$ cat config.mk
export PLATFORM = sky130hd
export DESIGN_NAME = lzc_pipe
export DESIGN_NICKNAME = d
export VERILOG_FILES = /design/src/rtl/lzc_pipe.sv
export SDC_FILE = /design/constraint.sdc
export NUM_CORES = 1
export LEC_CHECK = 0
export CAP_MARGIN = 20
export CORE_MARGIN = 8
export CORE_UTILIZATION = 59
export DETAILED_ROUTE_END_ITERATION = 10
export PLACE_DENSITY = 0.88
export SLEW_MARGIN = 20
export SYNTH_ARGS = -nofsm -noshare
export SYNTH_HDL_FRONTEND = slang
export SYNTH_SLANG_ARGS = --single-unit
$ cat constraint.sdc
create_clock -name clk -period 6.4 [get_ports clk]
set_clock_uncertainty 0.05 [all_clocks]
set_input_delay 1.28 -clock clk [delete_from_list [all_inputs] [get_ports clk]]
set_output_delay 1.28 -clock clk [all_outputs]
set_load 0.02 [all_outputs]
$ cat src/rtl/lzc_pipe.sv
// lzc_pipe: pipelined leading/trailing-zero counter with valid/ready handshake.
// A 2-bit encode of every input bit pair feeds a pairwise merge tree with a
// register after every merge level, followed by a registered output stage.
// This gives $clog2(N) register stages in total. A sideband tag travels
// alongside each word. A downstream stall freezes every stage together, so
// bubbles are held in place rather than squeezed out.
module lzc_pipe #(
   parameter int N     = 32,
   parameter int TAG_W = 4
) (
   input  logic                clk,
   input  logic                reset,
   input  logic                in_valid,
   output logic                in_ready,
   input  logic [N-1:0]        in_data,
   input  logic                in_tz,
   input  logic [TAG_W-1:0]    in_tag,
   output logic                out_valid,
   input  logic                out_ready,
   output logic [$clog2(N):0]  out_count,
   output logic                out_zero,
   output logic [TAG_W-1:0]    out_tag
);
   localparam int L  = $clog2(N);
   localparam int CW = L + 1;

   logic          w_stall;
   logic [N-1:0]  w_rev;
   logic [N-1:0]  w_enc;

   // Output holds a result the consumer has not taken: freeze the whole pipe
   assign w_stall  = out_valid & ~out_ready;
   assign in_ready = ~w_stall;

   // Trailing-zero mode reuses the leading-zero tree on the bit-reversed word
   always_comb begin
      w_rev = in_data;
      if (in_tz) begin
         for (int i = 0; i < N; i++) begin
            w_rev[i] = in_data[N-1-i];
         end
      end else begin
         w_rev = in_data;
      end
   end

   // Stage-0 encode: leading-zero count of each 2-bit pair, MSB flags all-zero
   always_comb begin
      w_enc = '0;
      for (int j = 0; j < N/2; j++) begin
         case (w_rev[2*j+1 -: 2])
            2'b00:   w_enc[2*j +: 2] = 2'b10;
            2'b01:   w_enc[2*j +: 2] = 2'b01;
            default: w_enc[2*j +: 2] = 2'b00;
         endcase
      end
   end

   // Level k holds N>>(k+1) fields of k+2 bits; level 0 is the comb encode.
   // The last level always reduces to a single CW-bit field.
   for (genvar k = 0; k < L; k++) begin : g_lvl
      localparam int FW = k + 2;
      localparam int NF = N >> (k + 1);

      logic [NF*FW-1:0]  w_fld;
      logic              w_vld;
      logic [TAG_W-1:0]  w_tag;

      if (k == 0) begin : g_enc
         assign w_fld = w_enc;
         assign w_vld = in_valid;
         assign w_tag = in_tag;
      end else begin : g_mrg
         localparam int PW = FW - 1;

         logic [NF*FW-1:0]  w_mrg;
         logic [NF*FW-1:0]  r_fld;
         logic              r_vld;
         logic [TAG_W-1:0]  r_tag;

         // Merge each left/right pair of the previous level into one wider count
         always_comb begin : p_merge
            logic [PW-1:0] w_l;
            logic [PW-1:0] w_r;
            w_mrg = '0;
            w_l   = '0;
            w_r   = '0;
            for (int j = 0; j < NF; j++) begin
               w_l = g_lvl[k-1].w_fld[(2*j+1)*PW +: PW];
               w_r = g_lvl[k-1].w_fld[(2*j)*PW +: PW];
               if (w_l[PW-1] & w_r[PW-1]) begin
                  w_mrg[j*FW +: FW] = {1'b1, {PW{1'b0}}};
               end else if (!w_l[PW-1]) begin
                  w_mrg[j*FW +: FW] = {2'b00, w_l[PW-2:0]};
               end else begin
                  w_mrg[j*FW +: FW] = {2'b01, w_r[PW-2:0]};
               end
            end
         end

         // Level register with valid and tag; holds its contents while stalled
         always_ff @(posedge clk or posedge reset) begin
            if (reset) begin
               r_vld <= 1'b0;
               r_fld <= '0;
               r_tag <= '0;
            end else if (!w_stall) begin
               r_vld <= g_lvl[k-1].w_vld;
               r_fld <= w_mrg;
               r_tag <= g_lvl[k-1].w_tag;
            end
         end

         assign w_fld = r_fld;
         assign w_vld = r_vld;
         assign w_tag = r_tag;
      end
   end

   // Registered output stage; the count MSB flags an all-zero input word
   always_ff @(posedge clk or posedge reset) begin
      if (reset) begin
         out_valid <= 1'b0;
         out_count <= '0;
         out_zero  <= 1'b0;
         out_tag   <= '0;
      end else if (!w_stall) begin
         out_valid <= g_lvl[L-1].w_vld;
         out_count <= g_lvl[L-1].w_fld;
         out_zero  <= g_lvl[L-1].w_fld[CW-1];
         out_tag   <= g_lvl[L-1].w_tag;
      end
   end

endmodule

; Yosys cells after proc, flatten, opt, wreduce, memory -nomap -nowiden
; Cells that the tools add are included.
[word_totals]
in_bits = 41
wordCells = 113
output_inout_bits = 13
regBits = 88
[op_classes]
n_reduce_logical = 16
mux = 47
eq_ne = 16
bitwise_logic = 18
[op_table]
columns = operator, n
row1 = $pmux 2 s2, 16
row2 = $mux 3, 12
row3 = $eq 2x1->1 const B, 16
row4 = $logic_not 2->1, 16
row5 = $mux 32, 1
row6 = $mux 4, 6
row7 = $and 1x1->1, 16
row8 = $mux 2, 8
row9 = $mux 5, 3
row10 = $mux 6, 1
row11 = $not 1->1, 2

; Logic depth before layout (Yosys ltp)
[depth]
depth_word = 5
mapped_depth = 6
ltp_nobuf = 4

; Worst setup path before layout
; Ideal clock, no wire load.
[synth_path]
path_type = input to output
start = in out_ready
end = out in_ready
required_time_ns = 5.070
stages = 4
path_buffers = 2
arrival_ns = 1.783
path_slack_ns = 3.287
path_cell_list = nor2b_2 > inv_2 > buf_2 > buf_2
[synth_via]
elab_chain_cells = 3
[synth_lines]
columns = item, line_no
row1 = from (decl), 19  ; input logic out_ready,
row2 = $not 1->1, 32  ; assign w_stall = out_valid & ~out_ready;
row3 = $and 1x1->1, 32
row4 = $not 1->1, 33  ; assign in_ready = ~w_stall;
row5 = to (decl), 14  ; output logic in_ready,
; Every way passes these cells.

; Final worst setup path
; Same ends and word-level chain as after synthesis.

==> impl_results.md <==
- Critical Path RT: 5.07 ns
- CP startpoint kind: primary input
- Share of cells above drive strength 1: 4.646%
- Vias: 3181
- Placer's final routability congestion estimate: 0.7906
- Global-route wire length before repair: 14450 um
- Layout area overhead: 17.50%
- Dpl cells: 559
- Core footprint: 6756 um2
- Initial Util: 60.41%
- Initial antenna violation count: 0
- CTS Buffer Depth: 2
- Ys Warns: 0
- Critical Path Start: out_ready
- Avg Vias per Cell: 5.532
- Overflow after GRT: 0
- Worst slew pin tran: 0.9068 ns
- Setup Fix Bufs, Post-CTS: 0
- Unrepaired setup endpoints after global routing: no
- Overall Global Routing Usage: 17.92%
- Synth top cells by count: nand2_1, dfrtp_1, nor2_1, nand3b_1, nand2b_1
- Setup violations, final: 0
- Drt drc: 0
- Yosys top cell area share: 53.34%
- Netlist Area Pre-Place: 4081 um2
- Port bufs: 53
- Fin crit share: 59.76%
- Most common cell in the netlist: nand2_1
- # IOs: 54
- Final hold violations: 0
- Fin. max-slew vios: 0
- Post-layout min period: 3.825 ns
- Setup WS post-layout: 2.575 ns
- TritonRoute pass-1 iters: 4
- Clock Pin Slew Worst Setup and Hold Paths: 0.09 ns
- Status: finished, final reports clean
- Pin count of the biggest net entering global routing: 92
- Gate Count Post-Synth: 450
- Clk sinks: 87
- Antenna diodes: 0
- Die Height: 99.17 um
- CTS tree: done
- Post-synthesis net count: 491
- Pleak: 2.260 nW
- Max Clock Freq: 0.2615 GHz
- Peak VDD IR: 0.1523 mV
- Register bit total from synthesis: 87
- DP Worst Slack: 2.564 ns
- Post-DP HPWL: 5761 um
- Largest area contributor in the netlist: dfrtp_1
- Crit path max fanout: 2
- Critical Path AT: 2.49 ns
- Initial drt markers: 158
- Post-cts gate resize count: 0
- R2R Path Start: out_valid
- Hold/Removal Path Class: flop to flop
- Type of the worst setup path: primary input to output pin
- DRT Wirelength: 8325 um
- Top_reg_cell synth: dfrtp_1
- Number of global-route vias before repair: 3161
- ANT nets after route: 0
- Crit path capture type: output pin
- Nets@finish: 531
- TNS Setup: 0 ns
- Area contributors post-synth: dfrtp_1, nand2_1, nand3b_1
- Root Buffer: clkbuf_8
- Final Non-Filler Cells: 575
- Avg Inst Size Synth: 9.070 um2
- WL per Instance: 14.48 um
- Cts hold-fix bufs: 0
- Die width: 99.17 um
- Seq/Total Area, Yosys: 53.34%
- Synth unique cells: 24
- Async S/R FF share, synth: 100.0%
- Skew-Pair Late Insertion Delay: 0.35 ns
- Hold path start: out_tag[3]
- Max-cap violation count: 0
- Cts bufs inserted: 9
- # rows: 30
- Htree depth: 3
- EDFF count, synth: 0
- Worst hold slack: 0.4178 ns
- Die area: 9835 um2
- Slew HR: 39.55%
- PwrDens: 343.0 nW/um2
[sequential cells by signal, summed over array words and instances (netlist names)]
signal,cells
g_lvl.g_mrg.r_tag,16
out_count,6
g_lvl.g_mrg.r_fld,56
out_tag,4
out_valid,1
g_lvl.g_mrg.r_vld,4
[worst max-delay path: stages]
cell,delay [ns]
clkdlybuf4s50_1,0.50
nor2b_4,0.06
inv_2,0.05
clkdlybuf4s50_1,0.59
[per-layer routing]
metal / part of all wire (%) / global-route usage [%]
met1: 45 / 21.92
met2: 49 / 29.16
met3: 5.9 / 5.726
met4: 0.71 / 6.403
met5: 0 / 0
[power by group]
| group | leakage [nW] | internal (mW) | total, mW | switching (mW) |
|---|---|---|---|---|
| clock network | 0.0993 | 0.193 | 0.385 | 0.192 |
| logic | 1.04 | 0.193 | 0.457 | 0.264 |
| registers | 1.12 | 0.711 | 0.803 | 0.0918 |
| total | 2.26 | 1.10 | 1.65 | 0.548 |
[stage by stage]
step,area [um2],power (mW),util [%]
after floorplan,4081,1.113,-
after global placement,4587,1.244,67.89
after detailed placement,4587,1.273,67.89
after CTS,4792,1.661,70.93
after global routing,4796,1.753,70.98
final,4796,1.645,70.98
[logic make-up (layout without fill, tap and decap cells)]
kind of cell / after synthesis / count (layout) / share of synthesized area, %
AOI/OAI and AO/OA: 58 / 58 / 9.994
buffers and inverters: 40 / 85 / 4.843
DFF: 87 / 87 / 53.34
muxes: 16 / 16 / 3.924
and+or+nand+nor: 249 / 249 / 27.90
[path summary, 6_finish.rpt]
| check | to | slack, ns | depth (start not counted) |
|---|---|---|---|
| min in group asynchronous | g_lvl[2].g_mrg.r_fld[2] | 1.39 | 3 |
| min | out_tag[3] | 0.42 | 2 |
| max reg2reg | g_lvl[1].g_mrg.r_fld[22] | 4.60 | 5 |
| min reg2reg | out_tag[3] | 0.42 | 2 |
| max | in_ready | 2.58 | 4 |
| max in group asynchronous | g_lvl[1].g_mrg.r_fld[9] | 4.39 | 3 |
[final cells by class]
type                    count  area [um2]
inverters                  13       50.05
flip-flops and latches     87        2177
repair buffers             56       551.8
fillers                   532        1961
well taps                  80       100.1
clock buffers              10       137.6
multi-input cells         323        1712
clock inverters             6       67.56
[layout by cell type, fill, tap and decap left out, types with 10 or more instances in the layout]
master	count
dfrtp_1	87
inv_1	11
nor2_1	40
nand3b_1	24
clkbuf_8	10
mux2i_1	16
nand3_1	15
clkdlybuf4s50_1	52
a32o_1	16
nand2_1	129
a31oi_1	12
nand2b_1	21
No activity file was read; power rests on OpenSTA's default activity.
